===== config.mk =====
export PLATFORM = sky130hd
export DESIGN_NAME = udp_hdr_builder
export DESIGN_NICKNAME = d
export VERILOG_FILES = /design/src/rtl/udp_hdr_builder.sv
export SDC_FILE = /design/constraint.sdc
export NUM_CORES = 1
export LEC_CHECK = 0
export CAP_MARGIN = 20
export CORE_MARGIN = 3
export CORE_UTILIZATION = 58
export DETAILED_ROUTE_END_ITERATION = 6
export MAX_ROUTING_LAYER = met4
export PLACE_DENSITY = 0.88
export SKIP_CTS_REPAIR_TIMING = 1
export SYNTH_ARGS = -nofsm -noshare
export SYNTH_HDL_FRONTEND = slang
export SYNTH_SLANG_ARGS = --single-unit

===== constraint.sdc =====
create_clock -name clk -period 17.9 [get_ports clk]
set_input_delay 3.58 -clock clk [delete_from_list [all_inputs] [get_ports clk]]
set_output_delay 3.58 -clock clk [all_outputs]
set_load 0.005 [all_outputs]

===== src/rtl/udp_hdr_builder.sv =====
// Streaming UDP header generator: counts payload bytes and accumulates the RFC 768
// checksum. The header is valid two cycles after tlast. Holds one packet in flight;
// tready stays low from the fold cycle until the header handshake.
module udp_hdr_builder #(
    parameter int DATA_WIDTH  = 256,
    parameter bit CHECKSUM_EN = 1'b1,
    parameter int ACC_WIDTH   = 32
) (
    input  logic                    clk,
    input  logic                    reset,
    input  logic [31:0]             src_ip,
    input  logic [31:0]             dest_ip,
    input  logic [15:0]             src_port,
    input  logic [15:0]             dest_port,
    input  logic [DATA_WIDTH-1:0]   s_axis_tdata,
    input  logic [DATA_WIDTH/8-1:0] s_axis_tkeep,
    input  logic                    s_axis_tvalid,
    input  logic                    s_axis_tlast,
    output logic                    s_axis_tready,
    output logic [63:0]             udp_hdr,
    output logic                    udp_hdr_valid,
    input  logic                    udp_hdr_ready,
    output logic                    udp_hdr_err
);

    localparam int KEEP_W = DATA_WIDTH / 8;
    localparam int NWORDS = DATA_WIDTH / 16;
    localparam int PC_W   = $clog2(KEEP_W + 1);
    localparam int CNT_W  = 32;

    typedef enum logic [1:0] {
        ST_IDLE  = 2'd0,
        ST_ACCUM = 2'd1,
        ST_FOLD  = 2'd2,
        ST_OUT   = 2'd3
    } state_t;

    state_t                 state_q, state_d;
    logic [ACC_WIDTH-1:0]   acc_q, acc_d;
    logic [CNT_W-1:0]       cnt_q, cnt_d;
    logic [31:0]            src_ip_q, src_ip_d;
    logic [31:0]            dest_ip_q, dest_ip_d;
    logic [15:0]            src_port_q, src_port_d;
    logic [15:0]            dest_port_q, dest_port_d;
    logic [63:0]            hdr_q, hdr_d;
    logic                   err_q, err_d;

    logic                   beat;
    logic                   first_beat;
    logic [PC_W-1:0]        keep_cnt;
    logic [15:0]            word;
    logic [ACC_WIDTH-1:0]   beat_sum;
    logic [15:0]            len_w;
    logic [ACC_WIDTH-1:0]   total;
    logic [ACC_WIDTH-1:0]   fold1;
    logic [16:0]            fold2;
    logic [15:0]            sum16;
    logic [15:0]            csum_raw;
    logic [15:0]            csum_fin;

    assign beat       = s_axis_tvalid && s_axis_tready;
    assign first_beat = beat && (state_q == ST_IDLE);

    // ---------------- FSM: state register ----------------
    always_ff @(posedge clk) begin
        if (reset) begin
            state_q <= ST_IDLE;
        end else begin
            state_q <= state_d;
        end
    end

    // ---------------- FSM: next state ----------------
    always_comb begin
        state_d = state_q;
        case (state_q)
            ST_IDLE: begin
                if (beat) begin
                    state_d = s_axis_tlast ? ST_FOLD : ST_ACCUM;
                end
            end
            ST_ACCUM: begin
                if (beat && s_axis_tlast) begin
                    state_d = ST_FOLD;
                end
            end
            ST_FOLD: state_d = ST_OUT;
            ST_OUT: begin
                if (udp_hdr_ready) begin
                    state_d = ST_IDLE;
                end
            end
            default: state_d = ST_IDLE;
        endcase
    end

    // ---------------- FSM: outputs ----------------
    always_comb begin
        s_axis_tready = 1'b0;
        udp_hdr_valid = 1'b0;
        case (state_q)
            ST_IDLE, ST_ACCUM: s_axis_tready = 1'b1;
            ST_OUT:            udp_hdr_valid = 1'b1;
            default: begin
                s_axis_tready = 1'b0;
                udp_hdr_valid = 1'b0;
            end
        endcase
    end

    // Byte count and big-endian word sum of one beat; disabled bytes read as zero,
    // which also pads an odd trailing byte.
    always_comb begin
        keep_cnt = '0;
        for (int i = 0; i < KEEP_W; i++) begin
            keep_cnt = keep_cnt + PC_W'(s_axis_tkeep[i]);
        end
    end

    always_comb begin
        word     = '0;
        beat_sum = '0;
        for (int w = 0; w < NWORDS; w++) begin
            word[15:8] = s_axis_tkeep[2*w]   ? s_axis_tdata[16*w +: 8]     : 8'h00;
            word[7:0]  = s_axis_tkeep[2*w+1] ? s_axis_tdata[16*w+8 +: 8]   : 8'h00;
            beat_sum   = beat_sum + ACC_WIDTH'(word);
        end
    end

    always_comb begin
        acc_d       = acc_q;
        cnt_d       = cnt_q;
        src_ip_d    = src_ip_q;
        dest_ip_d   = dest_ip_q;
        src_port_d  = src_port_q;
        dest_port_d = dest_port_q;
        if (first_beat) begin
            acc_d       = beat_sum;
            cnt_d       = CNT_W'(keep_cnt);
            src_ip_d    = src_ip;
            dest_ip_d   = dest_ip;
            src_port_d  = src_port;
            dest_port_d = dest_port;
        end else if (beat) begin
            acc_d = acc_q + beat_sum;
            cnt_d = cnt_q + CNT_W'(keep_cnt);
        end
    end

    // Pseudo-header and UDP header words are added once the length is known.
    assign len_w = cnt_q[15:0] + 16'd8;

    always_comb begin
        total = acc_q
              + ACC_WIDTH'(src_ip_q[31:16])  + ACC_WIDTH'(src_ip_q[15:0])
              + ACC_WIDTH'(dest_ip_q[31:16]) + ACC_WIDTH'(dest_ip_q[15:0])
              + ACC_WIDTH'(16'h0011)
              + ACC_WIDTH'(len_w) + ACC_WIDTH'(len_w)
              + ACC_WIDTH'(src_port_q) + ACC_WIDTH'(dest_port_q);
        fold1    = ACC_WIDTH'(total[15:0]) + (total >> 16);
        fold2    = {1'b0, fold1[15:0]} + 17'(fold1 >> 16);
        sum16    = fold2[15:0] + {15'd0, fold2[16]};
        csum_raw = ~sum16;
        csum_fin = (csum_raw == 16'h0000) ? 16'hFFFF : csum_raw;
    end

    always_comb begin
        hdr_d = hdr_q;
        err_d = err_q;
        if (state_q == ST_FOLD) begin
            hdr_d = {(CHECKSUM_EN ? csum_fin : 16'h0000), len_w, dest_port_q, src_port_q};
            err_d = (cnt_q > CNT_W'(65527));
        end
    end

    always_ff @(posedge clk) begin
        if (reset) begin
            acc_q       <= '0;
            cnt_q       <= '0;
            src_ip_q    <= '0;
            dest_ip_q   <= '0;
            src_port_q  <= '0;
            dest_port_q <= '0;
            hdr_q       <= '0;
            err_q       <= 1'b0;
        end else begin
            acc_q       <= acc_d;
            cnt_q       <= cnt_d;
            src_ip_q    <= src_ip_d;
            dest_ip_q   <= dest_ip_d;
            src_port_q  <= src_port_d;
            dest_port_q <= dest_port_d;
            hdr_q       <= hdr_d;
            err_q       <= err_d;
        end
    end

    assign udp_hdr     = hdr_q;
    assign udp_hdr_err = err_q;

endmodule

==> flow_summary.ini, run 1 <==
[drt]
vias_per_cell = 5.59
drtIter0Drc = 1602
vias = 20300
drc = 0
wl_per_cell_um = 19.4
drt-total-wl_mm = 70.6
antenna_left = 0
firstDrtPassIters = 5

[logic_synthesis]
ys.flop_type = dfxtp_1
synth.net_count = 3585
synth_edf_count = 0
yosysWarnings = 0
synth-simple-area-share_pct = 17.7
ys_seq_area_share_pct = 19.5
syn_area_um2 = 23300
synthXorXnorAreaFrac_pct = 4.54
synth-adder-area-share_pct = 36.6
synth.avg_cell_area_um2 = 8.57
synthMuxAreaShare_pct = 2.15
ys_seq_elements = 227
syn_inst = 2720
synth_top_family_by_area = adder cells
async_reset_ff_share_pct = 0
synth.distinct_cells = 74
synth_compound_area_share_pct = 10.6

[critical_path]
rr_startpoint = cnt_q[3]
crit_cells = 49
required_ns = 18.34
path_buf_inv = 5
max_stage_delay_ns = 0.59
r2r_cells = 49
critPathTopFamily = adder cells
crit_slowest_cell = fa_1
start_kind = flip-flop
cp_common_cell = ha_1
reg2reg_slack_ns = 5.77
worstPathArrival_ns = 12.57
cp-endpoint = udp_hdr[59]
crit_type = reg2reg
cp-startpoint = cnt_q[3]
crit_fanout = 14
end_kind = flip-flop
r2r_end = udp_hdr[59]

[sta]
relSlewSlack_pct = 23.0
tightestPinTransition_ns = 1.15
period_share_pct = 67.8
hold_viol_final = 0
fin_setup_tns_ns = 0
setup_viol = 0
drv_slew = 0
skew_ns = 0.0168
max_freq_ghz = 0.0824
period_minus_slack_ns = 12.13
rsz0062_at_grt = false

[floorplan]
io_pins = 456
die_x_um = 206
start_util_pct = 59.5
dieArea_um2 = 42600
rows = 72
core_area_um2 = 39200
die_h_um = 206

[placement]
dp_hpwl_mm = 57.7
gp_congestion = 0.966
io_buffer_count = 455

[layout]
layout-drive-gt1-share_pct = 2.47
syn_to_final_growth_pct = 24.3
final.fill_count = 2855
seqCellArea_um2 = 4540
final_common_cell = nand2_1
multiInputGateArea_um2 = 16700
nets = 3964
final_cell_mix = nand2_1, clkdlybuf4s50_1, inv_1

[clocking]
root_buffer = clkbuf_16
cts_tree = yes
ctsHtreeMaxLevel = 1
clk_latency_ns = 0.55
cts_buffers = 23
clockBufferDepth = 3
clk_pin_slew_ns = 0.07
clock_sinks = 227

[global_routing]
antenna_found_initial = 6
grt_pass1_wl_mm = 109
grt_use_total_pct = 33.6
grt_max_degree = 110
grt_overflow = 0
first_global_vias = 21100

[run]
max_cap_violations = 0

[run_status]
status = finished, final reports clean

[hold_path]
min_path_type = reg2reg
==> through the flow <==
stage | area [µm²] | instances | setup slack, ns | util [%] | hold WS, ns
6_report | 29000 | 3640 | 5.77 | 73.9 | 0.457
5_1_grt | 29000 | 3640 | 4.79 | 73.9 | 0.477
4_1_cts | 28900 | 3633 | 5.87 | 73.8 | 0.458
3_5_place_dp | 28100 | 3591 | 5.33 | 71.8 | 0.448
3_3_place_gp | 28100 | 3591 | 5.64 | 71.8 | 0.446
2_1_floorplan | 23300 | 2720 | 6.97 | - | 0.436
==> cell usage after synthesis (4+ instances only) <==
cell / number / area (µm²)
a211o_1: 4 / 35.0
a211oi_1: 31 / 233
a21o_1: 23 / 173
a21oi_1: 168 / 841
a311oi_1: 21 / 184
a31oi_1: 7 / 43.8
and2_1: 66 / 413
and3_1: 21 / 131
buf_1: 7 / 26.3
buf_2: 6 / 30.0
clkbuf_1: 93 / 349
dfxtp_1: 227 / 4540
fa_1: 341 / 6830
ha_1: 135 / 1690
inv_1: 439 / 1650
mux2i_1: 50 / 500
nand2_1: 458 / 1720
nand2b_1: 10 / 62.6
nand3_1: 36 / 180
nand3b_1: 5 / 37.5
nand4_1: 15 / 93.8
nor2_1: 177 / 664
nor2b_1: 10 / 62.6
nor3_1: 44 / 220
nor3b_1: 6 / 45.0
nor4_1: 12 / 75.1
nor4b_1: 4 / 35.0
o211ai_1: 8 / 60.1
o21a_1: 23 / 173
o21ai_0: 42 / 210
o21ai_1: 5 / 25.0
o21bai_1: 15 / 113
o31ai_1: 7 / 52.6
or2_2: 10 / 62.6
or3_1: 17 / 106
or4_1: 6 / 45.0
xnor2_1: 64 / 561
xor2_1: 55 / 482
==> how the worst min path moves through the flow <==
stage          slack (ns)            end          start  depth (start not counted)
2_1_floorplan        0.44   dest_ip_q[0]   dest_ip_q[0]                          2
3_3_place_gp         0.45  dest_ip_q[15]  dest_ip_q[15]                          2
3_5_place_dp         0.45    src_ip_q[5]    src_ip_q[5]                          2
4_1_cts              0.46   src_ip_q[16]   src_ip_q[16]                          2
5_1_grt              0.48  dest_ip_q[15]  dest_ip_q[15]                          2
6_report             0.46   src_ip_q[16]   src_ip_q[16]                          2
==> cell families after synthesis <==
kind of cell	after synthesis
AND/OR/NAND/NOR	912
buffers and inverters	548
adder cells (fa/ha/maj)	477
AO/OA/AOI/OAI	386
flip-flops	227
XOR/XNOR	120
multiplexers	50
==> worst reg2reg max path, delay by kind of cell, from the launching register on <==
kind            cells  cell delay [ns]
buf+inv             5             0.38
simple gates       16             3.65
xor+xnor            2             0.57
compound gates     16             3.10
fa+ha+maj          10             3.89
flops               1             0.42
==> layer usage <==
metal	GRT usage (%)	up-vias	part of all wire (%)
met5	-	-	0
met4	8.29	0	2.6
met3	6.54	123	7.6
met2	54.3	716	49
met1	44.0	10100	41
li1	-	9436	-
==> area by class of cell <==
class	count	area share, %
well taps	518	2.24
inverters	440	5.70
repair buffers	462	16.0
flip-flops and latches	227	15.7
clock inverters	12	0.523
multi-input cells	1945	57.6
diodes	6	0.0518
clock buffers	30	2.18
==> sequential cells by signal, indices dropped and copies added, names as in the netlist <==
name / cells
udp_hdr_err: 1
cnt_q: 32
state_q: 2
dest_port_q: 16
src_ip_q: 32
src_port_q: 16
dest_ip_q: 32
udp_hdr: 64
acc_q: 32
Power of run 1 is left out: the tool's default activity adds up to more than one toggle a clock period on the data nets, which glitch-free logic cannot reach.
==> run 2, diff against run 1 <==
Settings changed: CORE_UTILIZATION 58 to 49, PLACE_DENSITY 0.88 to 0.79.
Clock period 17.9 ns to 10.9 ns, I/O delays scaled along.
==> run 2 against run 1 <==
Clock-buffer cell count rose by 3. First-iteration DRC count shrank 21%. Final area up 2.5%. Hold slack got worse by 0.0018 ns. Cell count rose by 3.6%. Sequential share of layout area shrank 0.37 points. Critical path depth grew 2. Die area is 18% higher. Clock skew shrank 0.0093 ns. Core utilization is 10 points lower. Largest cell class unchanged.
==> flow_summary.ini, run 2 (synthesis gave the netlist of run 1 again) <==
[run_status]
status = finished, final reports clean

[sta]
period_minus_slack_ns = 10.51
max_freq_ghz = 0.0951
tightestPinTransition_ns = 1.13
relSlewSlack_pct = 24.5
fin_setup_tns_ns = 0
setup_viol = 0
drv_slew = 0
hold_viol_final = 0
period_share_pct = 96.4
skew_ns = 0.00750

[critical_path]
worstPathArrival_ns = 10.97
crit_slowest_cell = fa_2
crit_fanout = 7
reg2reg_slack_ns = 0.39
required_ns = 11.35
start_kind = flip-flop
max_stage_delay_ns = 0.62
r2r_end = udp_hdr[56]
r2r_cells = 51
end_kind = flip-flop
crit_type = reg2reg
rr_startpoint = cnt_q[3]

[floorplan]
io_pins = 456
core_area_um2 = 46800
rows = 79
start_util_pct = 49.8
die_h_um = 224
die_x_um = 224
dieArea_um2 = 50200

[hold_path]
hold_path_depth = 2
min_to = src_ip_q[2]
min_from = src_ip_q[2]
min_path_type = reg2reg

[placement]
gp_congestion = 0.951
dp_cells = 3723
io_buffer_count = 455
dp_hpwl_mm = 58.4

[clocking]
cts_tree = yes
clk_pin_slew_ns = 0.06
clk_latency_ns = 0.55
ctsHtreeMaxLevel = 1
clock_sinks = 227
root_buffer = clkbuf_16
cts_buffers = 24
clockBufferDepth = 3

[drt]
drtIter0Drc = 1270
firstDrtPassIters = 6
drc = 0
vias = 20200
drt-total-wl_mm = 70.4
antenna_left = 0
wl_per_cell_um = 18.7
vias_per_cell = 5.34

[global_routing]
grt_max_degree = 109
grt_pass1_wl_mm = 111
first_global_vias = 21000
antenna_found_initial = 1
grt_overflow = 0
grt_use_total_pct = 28.5

[layout]
layout-drive-gt1-share_pct = 5.28
final_cell_mix = nand2_1, clkdlybuf4s50_1, inv_1
syn_to_final_growth_pct = 27.5
nets = 4013
final_common_cell = nand2_1
largest_reg_flops = 64
stdcell_count = 3771

[run]
max_cap_violations = 0
## run 2: how the worst max path moves through the flow
stage	from	endpoint	slack, ns	cells past startpoint
floorplan	cnt_q[3]	udp_hdr[52]	0.92	51
global placement	s_axis_tkeep[17]	acc_q[21]	0.44	28
detailed placement	s_axis_tkeep[17]	acc_q[21]	0.12	28
CTS	cnt_q[3]	udp_hdr[56]	0.04	50
global route	cnt_q[5]	udp_hdr[52]	-0.06	48
finish	cnt_q[3]	udp_hdr[56]	0.39	51
## run 2: per-layer routing
layer	global-route usage, %	vias to the layer above	share of wire (%)
li1	-	9500	-
met3	2.59	97	4.9
met5	-	-	0
met2	48.8	595	51
met4	5.24	0	2.2
met1	37.7	9962	42
## run 2: worst max-delay path: cells and delay by family, from the launching register on
family | cells | cell delay (ns)
buffers and inverters | 7 | 0.68
flip-flops | 1 | 0.34
AND/OR/NAND/NOR | 17 | 3.11
XOR/XNOR | 2 | 0.41
adder cells (fa/ha/maj) | 10 | 3.51
AO/OA/AOI/OAI | 15 | 2.35
## run 2: stage by stage
step	area [µm²]	util [%]	setup slack, ns	hold WS, ns
2_1_floorplan	23300	-	0.919	0.436
3_3_place_gp	28600	61.1	0.438	0.446
3_5_place_dp	28600	61.1	0.124	0.449
4_1_cts	29400	62.9	0.0431	0.457
5_1_grt	29700	63.5	-0.0610	0.481
6_report	29700	63.5	0.388	0.455
## run 2: final cells by class
type                       count  area, µm²
fill                        3891      17000
multi-input combinational   1945      16900
timing repair buffer         510       4990
sequential                   227       4550
inverter                     440       1650
tap                          607        759
clock buffer                  33        704
clock inverter                 8        124
antenna                        1       2.50
Power of run 2 is left out for the same reason.
